`config.mk`:
```
export PLATFORM = sky130hd
export DESIGN_NAME = psk_mod_multi
export DESIGN_NICKNAME = d
export VERILOG_FILES = /design/src/rtl/psk_pkg.sv /design/src/rtl/psk_bit_delay.sv /design/src/rtl/psk_mod_multi.sv
export SDC_FILE = /design/constraint.sdc
export NUM_CORES = 1
export LEC_CHECK = 0
export CAP_MARGIN = 40
export CORE_UTILIZATION = 57
export DETAILED_ROUTE_END_ITERATION = 8
export PLACE_DENSITY = 0.95
export SYNTH_ARGS = -nofsm -noshare
export SYNTH_HDL_FRONTEND = slang
export SYNTH_HIERARCHICAL = 1
export SYNTH_SLANG_ARGS = --single-unit
export TNS_END_PERCENT = 5
```
`constraint.sdc`:
```
create_clock -name clk_16d384M -period 6.65 [get_ports clk_16d384M]
set_input_delay 1.6625 -clock clk_16d384M [delete_from_list [all_inputs] [get_ports clk_16d384M]]
set_output_delay 1.6625 -clock clk_16d384M [all_outputs]
set_load 0.01 [all_outputs]
```
`src/rtl/psk_pkg.sv`:
```
// Shared types and helpers for the multi-mode PSK modulator.
package psk_pkg;

  localparam logic MODE_QPSK = 1'b0;
  localparam logic MODE_BPSK = 1'b1;

  typedef enum logic [1:0] {IDLE, RUN, FLUSH} state_e;

  // Two's-complement negate of a w-bit value held sign-extended in 32 bits;
  // the most negative code maps to the most positive instead of wrapping.
  function automatic logic signed [31:0] sat_neg(input logic signed [31:0] x, input int w);
    logic signed [31:0] mn;
    mn = -(32'sd1 <<< (w - 1));
    return (x == mn) ? ~mn : -x;
  endfunction

endpackage

```
`src/rtl/psk_bit_delay.sv`:
```
// Tap-selectable shift-register delay for the symbol-bit monitor output.
module psk_bit_delay
#(
  parameter int DLY_W = 4
)(
  input  logic             clk,
  input  logic             rst,
  input  logic [1:0]       din,
  input  logic [DLY_W-1:0] tap,
  output logic [1:0]       dout
);
  localparam int DEPTH = 2**DLY_W;

  logic [DEPTH-1:0][1:0] dl_q, dl_d;
  logic [DLY_W-1:0]      tap_q, tap_d;

  always_comb begin
    dl_d  = {dl_q[DEPTH-2:0], din};
    tap_d = tap;
  end

  always_ff @(posedge clk or posedge rst) begin
    if (rst) begin
      dl_q  <= '0;
      tap_q <= '0;
    end else begin
      dl_q  <= dl_d;
      tap_q <= tap_d;
    end
  end

  // Tap 0 is the stage loaded alongside the modulated sample.
  assign dout = dl_q[tap_q];

endmodule

```
`src/rtl/psk_mod_multi.sv`:
```
// BPSK/QPSK modulator: AXIS words serialised MSB-first into symbols held for
// SPS clocks, sign-modulating the NCO carrier; mode chosen per frame.
module psk_mod_multi
  import psk_pkg::*;
#(
  parameter int WIDTH = 12,
  parameter int BYTES = 1,
  parameter int SPS   = 16,
  parameter int DLY_W = 4
)(
  input  logic                    clk_16d384M,
  input  logic                    rst_16d384M,
  input  logic [8*BYTES-1:0]      data_tdata,
  input  logic                    data_tvalid,
  output logic                    data_tready,
  input  logic                    data_tlast,
  input  logic                    data_tuser,
  input  logic signed [WIDTH-1:0] carrier_I,
  input  logic signed [WIDTH-1:0] carrier_Q,
  input  logic [DLY_W-1:0]        delay_cnt,
  output logic signed [WIDTH-1:0] out_I,
  output logic signed [WIDTH-1:0] out_Q,
  output logic                    out_vld,
  output logic                    out_last,
  output logic                    out_is_bpsk,
  output logic [1:0]              out_bits,
  output logic                    sym_stb
);
  localparam int W  = 8*BYTES;
  localparam int RW = $clog2(W+1);
  localparam int CW = $clog2(SPS);

  state_e           state_q, state_d;
  logic [CW-1:0]    cnt_q, cnt_d;
  logic [W-1:0]     sreg_q, sreg_d, src;
  logic [RW-1:0]    rem_q, rem_d, avail, pbps, bps_cur;
  logic             last_w_q, last_w_d, user_w_q, user_w_d, mode_q, mode_d;
  logic [1:0]       bits_q, bits_d;
  logic             vld_q, vld_d, olast_q, olast_d, bpsk_q, bpsk_d, stb_q;
  logic signed [WIDTH-1:0] oi_q, oi_d, oq_q, oq_d;
  logic             boundary, hs, pop, pop_mode, last_sym;
  logic signed [31:0] ni, nq;

  assign boundary    = (cnt_q == CW'(SPS-1));
  assign bps_cur     = (mode_q == MODE_BPSK) ? RW'(1) : RW'(2);
  assign data_tready = ~rst_16d384M & ((rem_q == '0) | (boundary & (rem_q == bps_cur)));
  assign hs          = data_tvalid & data_tready;

  always_comb begin
    cnt_d    = boundary ? '0 : cnt_q + CW'(1);
    state_d  = state_q;
    sreg_d   = sreg_q;
    rem_d    = rem_q;
    last_w_d = last_w_q;
    user_w_d = user_w_q;
    mode_d   = mode_q;
    bits_d   = bits_q;
    vld_d    = vld_q;
    olast_d  = olast_q;
    bpsk_d   = bpsk_q;
    pop      = 1'b0;
    pop_mode = mode_q;
    src      = sreg_q;
    avail    = rem_q;
    pbps     = RW'(2);
    last_sym = 1'b0;

    if (hs) begin
      sreg_d   = data_tdata;
      rem_d    = RW'(W);
      last_w_d = data_tlast;
      // Only the first word of a frame carries a meaningful mode flag.
      if (state_q != RUN || last_w_q) user_w_d = data_tuser;
    end

    case (state_q)
      IDLE: if (hs) begin
        mode_d  = data_tuser;
        state_d = RUN;
      end
      RUN: if (boundary) begin
        if (rem_q == '0 && !hs) state_d = IDLE;
        else                    pop = 1'b1;
      end
      FLUSH: if (boundary) begin
        if (rem_q == '0 && !hs) state_d = IDLE;
        else begin
          pop      = 1'b1;
          pop_mode = (rem_q == '0) ? data_tuser : user_w_q;
          mode_d   = pop_mode;
          state_d  = RUN;
        end
      end
      default: state_d = IDLE;
    endcase

    if (boundary) begin
      vld_d   = 1'b0;
      olast_d = 1'b0;
      bits_d  = 2'b00;
    end

    // A word arriving on the boundary with an empty buffer is popped straight
    // from tdata so the symbol stream has no gap.
    if (pop) begin
      src   = (rem_q == '0) ? data_tdata : sreg_q;
      avail = (rem_q == '0) ? RW'(W) : rem_q;
      pbps  = (pop_mode == MODE_BPSK) ? RW'(1) : RW'(2);
      if (rem_q == '0 || !hs) begin
        sreg_d = src << pbps;
        rem_d  = avail - pbps;
      end
      last_sym = (rem_q == pbps) && last_w_q;
      if (last_sym) state_d = FLUSH;
      bits_d  = (pop_mode == MODE_BPSK) ? {2{src[W-1]}} : src[W-1 -: 2];
      vld_d   = 1'b1;
      olast_d = last_sym;
      bpsk_d  = pop_mode;
    end

    ni   = sat_neg(32'(carrier_I), WIDTH);
    nq   = sat_neg(32'(carrier_Q), WIDTH);
    oi_d = !vld_d ? '0 : (bits_d[1] ? ni[WIDTH-1:0] : carrier_I);
    oq_d = !vld_d ? '0 : (bits_d[0] ? nq[WIDTH-1:0] : carrier_Q);
  end

  always_ff @(posedge clk_16d384M or posedge rst_16d384M) begin
    if (rst_16d384M) begin
      state_q  <= IDLE;
      cnt_q    <= '0;
      sreg_q   <= '0;
      rem_q    <= '0;
      last_w_q <= 1'b0;
      user_w_q <= 1'b0;
      mode_q   <= 1'b0;
      bits_q   <= '0;
      vld_q    <= 1'b0;
      olast_q  <= 1'b0;
      bpsk_q   <= 1'b0;
      stb_q    <= 1'b0;
      oi_q     <= '0;
      oq_q     <= '0;
    end else begin
      state_q  <= state_d;
      cnt_q    <= cnt_d;
      sreg_q   <= sreg_d;
      rem_q    <= rem_d;
      last_w_q <= last_w_d;
      user_w_q <= user_w_d;
      mode_q   <= mode_d;
      bits_q   <= bits_d;
      vld_q    <= vld_d;
      olast_q  <= olast_d;
      bpsk_q   <= bpsk_d;
      stb_q    <= boundary;
      oi_q     <= oi_d;
      oq_q     <= oq_d;
    end
  end

  psk_bit_delay #(.DLY_W(DLY_W)) u_dly (
    .clk  (clk_16d384M),
    .rst  (rst_16d384M),
    .din  (bits_d),
    .tap  (delay_cnt),
    .dout (out_bits)
  );

  assign out_I       = oi_q;
  assign out_Q       = oq_q;
  assign out_vld     = vld_q;
  assign out_last    = olast_q;
  assign out_is_bpsk = bpsk_q;
  assign sym_stb     = stb_q;

endmodule

```
==> flow_metrics.py, run 1 <==
metrics = {
    "clock_network": {
        "clkSinkCount": 87,
        "clock_latency_ns": 0.36,
        "root_buffer": "clkbuf_8",
        "cts_resized": 0,
        "cts-buffers-inserted": 9,
        "hold_buffers": 0,
        "clockBufferDepth": 2,
        "cts.htree.levels": 3,
        "cts_setup_buffers": 0,
        "cts_tree": "yes",
        "clkTransAtPathRegs_ns": 0.10,
    },
    "critical_path": {
        "worst-endpoint-arrival_ns": 2.89,
        "setup.worst_path.end_class": "primary output",
        "r2r-start": "rem_q[0]$_DFF_PP0_",
        "r2r_end": "out_Q[10]$_DFF_PP0_",
        "crit_fanout": 5,
        "cpMostUsedCell": "clkdlybuf4s50_1",
        "worstSetupStartpointType": "input pin",
        "cp-startpoint": "rst_16d384M",
        "endpoint": "data_tready",
        "crit_type": "input pin to primary output",
        "rrSetupSlack_ns": 3.15,
        "path_cells": "clkdlybuf4s50_1 > inv_2 > and3_1 > clkdlybuf4s50_1",
        "worstPathRequired_ns": 4.99,
        "worst_r2r_path_depth": 7,
        "cp_slowest_cell": "clkdlybuf4s50_1",
        "crit_path_max_incr_delay_ns": 0.52,
    },
    "floorplan": {
        "fp.dieH_um": 87.6,
        "die_area_mm2": 0.00767,
        "rows": 30,
        "ios": 72,
        "core-area_mm2": 0.00694,
        "die_w_um": 87.6,
        "start_util_pct": 60.1,
    },
    "cells_and_area": {
        "antenna_cells": 0,
        "fillCellCount": 432,
        "drive_gt1_share_pct": 10.9,
        "final_nets": 505,
        "postLayoutCellArea_mm2": 0.00518,
        "area_growth_pct": 24.0,
        "post-route-util_pct": 74.6,
    },
    "yosys": {
        "synthTopCellsByArea": "dfrtp_1 52%, a21oi_1 3.5%, nand2_1 3.2%",
        "ys_ff_latch": 87,
        "async_reset_ff_share_pct": 100,
        "yosysWarnings": 6,
        "synth_flop_cell": "dfrtp_1",
        "syn-num-nets": 432,
        "yosysMostFrequentCell": "dfrtp_1",
        "synth_edf_count": 0,
        "syn_inst": 381,
        "yosys.area.top_type": "dfrtp_1",
        "synth_common_cells": "87 x dfrtp_1, 36 x nand2_1, 30 x nor2_1, 29 x a21oi_1, 21 x inv_1",
        "syn_area_mm2": 0.00418,
        "synth.distinct_cells": 50,
        "seq_area_frac_synth_pct": 52.1,
        "avgSynthCellArea_um2": 11.0,
        "netlist.area_leader.share_pct": 52.1,
    },
    "power": {
        "ir_drop_uv": 137,
        "seqPwrFrac_pct": 54.4,
        "clkPwrFrac_pct": 36.0,
        "p_leak_uw": 0.00224,
        "swShare_pct": 26.4,
        "power.internal_uw": 738,
        "p_per_area_mw_per_mm2": 194,
        "p_sw_uw": 265,
        "p_comb_share_pct": 9.6,
    },
    "timing": {
        "setup_viol": 0,
        "finalMaxSlewViolations": 0,
        "maxSlewHeadroom_pct": 48.4,
        "fin_tns_setup_ns": 0,
        "clock_skew_ns": 0.0115,
        "rsz0062_at_grt": "false",
        "max_clock_freq_ghz": 0.220,
        "finalHoldViolCount": 0,
        "worst_slew_pin_slew_ns": 0.771,
        "period_minus_slack_ns": 4.55,
        "period_share_pct": 68.4,
    },
    "place": {
        "place_area_mm2": 0.00497,
        "routabilityCongestion": 0.885,
        "io_buffers": 71,
        "hpwl_um": 7070,
    },
    "outcome": {
        "status": "completed",
    },
    "route": {
        "drt-pass1-iter-count": 5,
        "vias": 3408,
        "via_per_inst": 6.14,
        "wl_per_cell_um": 17.9,
        "drc": 0,
        "ant_nets": 0,
        "drt-initial-drc-count": 322,
        "totalWireLength_um": 9930,
    },
    "global_routing": {
        "grt_max_degree": 52,
        "grt_pass1_wl_um": 16100,
        "grt_pass1_vias": 3350,
        "grt-ovfl-total": 0,
        "grtUsageTotal_pct": 27.9,
        "antenna_found_initial": 0,
    },
    "worst_hold_path": {
        "hold_path.class": "register to register",
    },
    "flow_run": {
        "maxCapViolCount": 0,
    },
}
final cells by class:
class	instances	area, µm²	area share, %
Clock buffer	9	124	2.39
Clock inverter	7	72.6	1.40
Inverter	22	85.1	1.64
Multi-Input combinational cell	258	1840	35.6
Sequential cell	87	2180	42.0
Tap cell	96	120	2.32
Timing Repair Buffer	76	756	14.6
power groups by stage:
stage                     Clock (µW)  Combinational [µW]  Sequential [µW]
after floorplan                    0                35.6              558
after global placement             0                93.4              556
after detailed placement           0                96.1              556
after CTS                        364                96.8              546
after global routing             390                 104              547
final                            361                96.3              546
flip-flops by register name, summed over array words and instances, names as in the netlist:
register,flops
bits_q,2
cnt_q,4
last_w_q,1
mode_q,1
out_I,12
out_Q,12
out_is_bpsk,1
out_last,1
out_vld,1
rem_q,4
sreg_q,8
state_q,2
sym_stb,1
u_dly/dl_d,30
u_dly/dl_q,2
u_dly/tap_q,4
user_w_q,1
through the flow:
stage,hold WS (ns),total power (µW),std cells,setup WS [ns]
finish,0.375,1000,555,2.10
global route,0.391,1040,555,2.08
CTS,0.378,1010,554,2.10
detailed placement,0.356,652,538,2.05
global placement,0.352,650,537,2.12
floorplan,0.346,594,381,1.89
cells in the final DEF (no fill, tap or decap), types with 9 or more instances in the layout:
cell	Yosys	routed
dfrtp_1	87	87
clkdlybuf4s50_1	0	71
nand2_1	36	36
nor2_1	30	30
a21oi_1	29	28
inv_1	21	20
nand3_1	18	18
o21ai_0	13	13
nor3_1	12	12
a211oi_1	9	9
ha_1	9	9
clkbuf_8	0	9
per-layer routing:
metal	vias to the layer above	GRT usage, %	part of all wire (%)
li1	1560	-	-
met2	155	46.9	50
met5	-	0	0
met3	26	6.31	6.9
met1	1667	35.2	41
met4	0	11.9	2.6
cells by family after synthesis:
kind of cell,count (synthesis),share of synthesized area [%]
simple gates,127,14.8
xor+xnor,1,0.210
mux,24,9.32
compound gates,96,16.5
flops,87,52.1
buf+inv,36,3.78
fa+ha+maj,10,3.18
critical path, delay by kind of cell:
| family | cells | cell delay [ns] |
|---|---|---|
| buf+inv | 3 | 1.08 |
| simple gates | 1 | 0.13 |
how the worst min path moves through the flow:
stage                                  start                       end  slack (ns)  depth (start not counted)
floorplan           u_dly/dl_d[20]$_DFF_PP0_  u_dly/dl_d[22]$_DFF_PP0_        0.35                          0
global placement    u_dly/dl_d[20]$_DFF_PP0_  u_dly/dl_d[22]$_DFF_PP0_        0.35                          0
detailed placement  u_dly/dl_d[27]$_DFF_PP0_  u_dly/dl_d[29]$_DFF_PP0_        0.36                          0
CTS                 u_dly/dl_d[18]$_DFF_PP0_  u_dly/dl_d[20]$_DFF_PP0_        0.38                          0
global route        u_dly/dl_d[29]$_DFF_PP0_  u_dly/dl_d[31]$_DFF_PP0_        0.39                          0
finish              u_dly/dl_d[30]$_DFF_PP0_  u_dly/dl_q[30]$_DFF_PP0_        0.38                          0
Power figures use the tool's default switching activity.
==> inputs of run 2 (changes only) <==
--- a/config.mk
+++ b/config.mk
@@ -6,9 +6,9 @@
 export NUM_CORES = 1
 export LEC_CHECK = 0
 export CAP_MARGIN = 40
-export CORE_UTILIZATION = 57
+export CORE_UTILIZATION = 53
 export DETAILED_ROUTE_END_ITERATION = 8
-export PLACE_DENSITY = 0.95
+export PLACE_DENSITY = 0.91
 export SYNTH_ARGS = -nofsm -noshare
 export SYNTH_HDL_FRONTEND = slang
 export SYNTH_HIERARCHICAL = 1
==> constraint.sdc (replaced) <==
create_clock -name clk_16d384M -period 4.3 [get_ports clk_16d384M]
set_input_delay 1.075 -clock clk_16d384M [delete_from_list [all_inputs] [get_ports clk_16d384M]]
set_output_delay 1.075 -clock clk_16d384M [all_outputs]
set_load 0.01 [all_outputs]
==> run 2 against run 1 <==
Net effect: sequential cell count stayed put; register-to-register slack worse by 2.1 ns; sequential share of layout area is 0.16 points lower; design area is 0.39% higher; setup slack worse by 1.4 ns; total power is 58% higher; die area is 7.4% higher; critical endpoint is now out_Q[11]$_DFF_PP0_.
==> flow_metrics.py, run 2 (synthesized netlist as in run 1, its figures left out) <==
metrics = {
    "cells_and_area": {
        "largest_reg_flops": 30,
        "register_area_mm2": 0.00218,
        "final_nets": 507,
        "drive_gt1_share_pct": 11.1,
        "area_growth_pct": 24.5,
        "antenna_cells": 0,
        "post-route-util_pct": 69.8,
        "fillCellCount": 539,
        "mostFrequentLayoutCell": "dfrtp_1",
        "most-common-layout-cells": "87 x dfrtp_1, 71 x clkdlybuf4s50_1, 36 x nand2_1",
        "multi_input_area_mm2": 0.00184,
    },
    "clock_network": {
        "clock_latency_ns": 0.36,
        "clockBufferDepth": 2,
        "cts_resized": 0,
        "cts-buffers-inserted": 9,
        "clkSinkCount": 87,
        "cts_setup_buffers": 0,
        "root_buffer": "clkbuf_8",
        "cts.htree.levels": 3,
        "cts_tree": "yes",
        "clkTransAtPathRegs_ns": 0.09,
        "hold_buffers": 0,
    },
    "power": {
        "swShare_pct": 24.0,
        "p_comb_share_pct": 9.5,
        "clkPwrFrac_pct": 37.3,
        "power.internal_uw": 1200,
        "p_per_area_mw_per_mm2": 305,
        "p_leak_uw": 0.00225,
        "seqPwrFrac_pct": 53.3,
        "ir_drop_uv": 169,
        "p_sw_uw": 381,
    },
    "route": {
        "vias": 3368,
        "via_per_inst": 6.01,
        "ant_nets": 0,
        "totalWireLength_um": 9520,
        "wl_per_cell_um": 17.0,
        "drc": 0,
        "drt-initial-drc-count": 204,
        "drt-pass1-iter-count": 4,
    },
    "critical_path": {
        "worstSetupStartpointType": "input pin",
        "crit_type": "input pin to register",
        "crit_path_max_incr_delay_ns": 0.63,
        "cp_slowest_cell": "mux2i_4",
        "worst-endpoint-arrival_ns": 3.81,
        "cpMostUsedCell": "mux2i_4",
        "path_cells": "clkdlybuf4s50_1 > nand2b_1 > a21oi_2 > mux2i_4 > inv_4 > mux2i_4 > a21oi_1 > a311oi_1",
        "worstPathRequired_ns": 4.55,
        "crit_fanout": 24,
        "setup.worst_path.end_class": "register",
    },
    "floorplan": {
        "start_util_pct": 56.1,
        "die_w_um": 90.8,
        "die_area_mm2": 0.00824,
        "ios": 72,
        "rows": 31,
        "fp.dieH_um": 90.8,
        "core-area_mm2": 0.00745,
    },
    "global_routing": {
        "antenna_found_initial": 0,
        "grtUsageTotal_pct": 24.9,
        "grt_pass1_vias": 3332,
        "grt-ovfl-total": 0,
        "grt_pass1_wl_um": 16000,
        "grt_max_degree": 52,
    },
    "timing": {
        "rsz0062_at_grt": "false",
        "finalHoldViolCount": 0,
        "fin_tns_setup_ns": 0,
        "clock_skew_ns": 0.00945,
        "period_share_pct": 82.8,
        "setup_viol": 0,
        "max_clock_freq_ghz": 0.281,
        "worst_slew_pin_slew_ns": 0.828,
        "finalMaxSlewViolations": 0,
        "period_minus_slack_ns": 3.56,
        "holdWs_ns": 0.373,
        "maxSlewHeadroom_pct": 44.6,
    },
    "place": {
        "routabilityCongestion": 0.883,
        "io_buffers": 71,
        "hpwl_um": 6840,
    },
    "worst_hold_path": {
        "hold_path.class": "register to register",
    },
    "outcome": {
        "status": "completed",
    },
    "flow_run": {
        "maxCapViolCount": 0,
    },
}
-- run 2: changes by cell type in the layout (fill, tap and decap cells not counted) --
cell and change:
bufinv_16 +1, clkbuf_8 +1, inv_8 -2, buf_4 +3, clkinv_8 -1, clkbuf_1 +1
buf_8 -1
-- run 2: layout make-up --
cell class / instances / share of cell area, %
Clock inverter: 5 / 1.23
Timing Repair Buffer: 78 / 14.7
Sequential cell: 87 / 41.9
Tap cell: 99 / 2.38
Clock buffer: 11 / 2.72
Multi-Input combinational cell: 258 / 35.5
Inverter: 22 / 1.64
-- run 2: per-stage QoR --
stage          instances  cell area, µm²  power (µW)  setup slack (ns)
2_1_floorplan        381            4180         918             0.710
3_3_place_gp         544            4990        1010             0.647
4_1_cts              560            5200        1600             0.789
3_5_place_dp         544            4990        1010             0.384
5_1_grt              560            5200        1650             0.579
6_report             560            5200        1580             0.740
-- run 2: power by group through the flow --
stage / Sequential [µW] / Combinational [µW] / Clock (µW)
after CTS: 845 / 151 / 603
after global routing: 847 / 162 / 641
after global placement: 860 / 145 / 0
after detailed placement: 860 / 150 / 0
final: 844 / 150 / 590
after floorplan: 863 / 55.0 / 0
-- run 2: metal layers --
metal | vias up | GRT usage, % | part of all wire (%)
li1 | 1553 | - | -
met1 | 1682 | 31.4 | 42
met2 | 115 | 40.6 | 50
met3 | 18 | 6.48 | 5.7
met4 | 0 | 10.5 | 2.3
met5 | - | 0 | 0
-- run 2: path summary, 6_finish.rpt --
path / cells after the start / slack (ns) / to / start
setup / recovery: 8 / 0.74 / out_Q[11]$_DFF_PP0_ / rst_16d384M
hold / removal: 0 / 0.37 / u_dly/dl_d[28]$_DFF_PP0_ / u_dly/dl_d[26]$_DFF_PP0_
setup reg to reg: 7 / 1.03 / out_Q[11]$_DFF_PP0_ / rem_q[0]$_DFF_PP0_
hold reg to reg: 0 / 0.37 / u_dly/dl_d[28]$_DFF_PP0_ / u_dly/dl_d[26]$_DFF_PP0_
max in group asynchronous: 3 / 2.54 / out_Q[6]$_DFF_PP0_ / rst_16d384M
min in group asynchronous: 3 / 1.26 / u_dly/dl_d[3]$_DFF_PP0_ / rst_16d384M
-- run 2: worst max-delay path, delay by kind of cell --
kind | cells | cell delay, ns
AOI/OAI and AO/OA | 3 | 0.73
muxes | 2 | 1.10
buffers and inverters | 2 | 0.63
and+or+nand+nor | 1 | 0.26
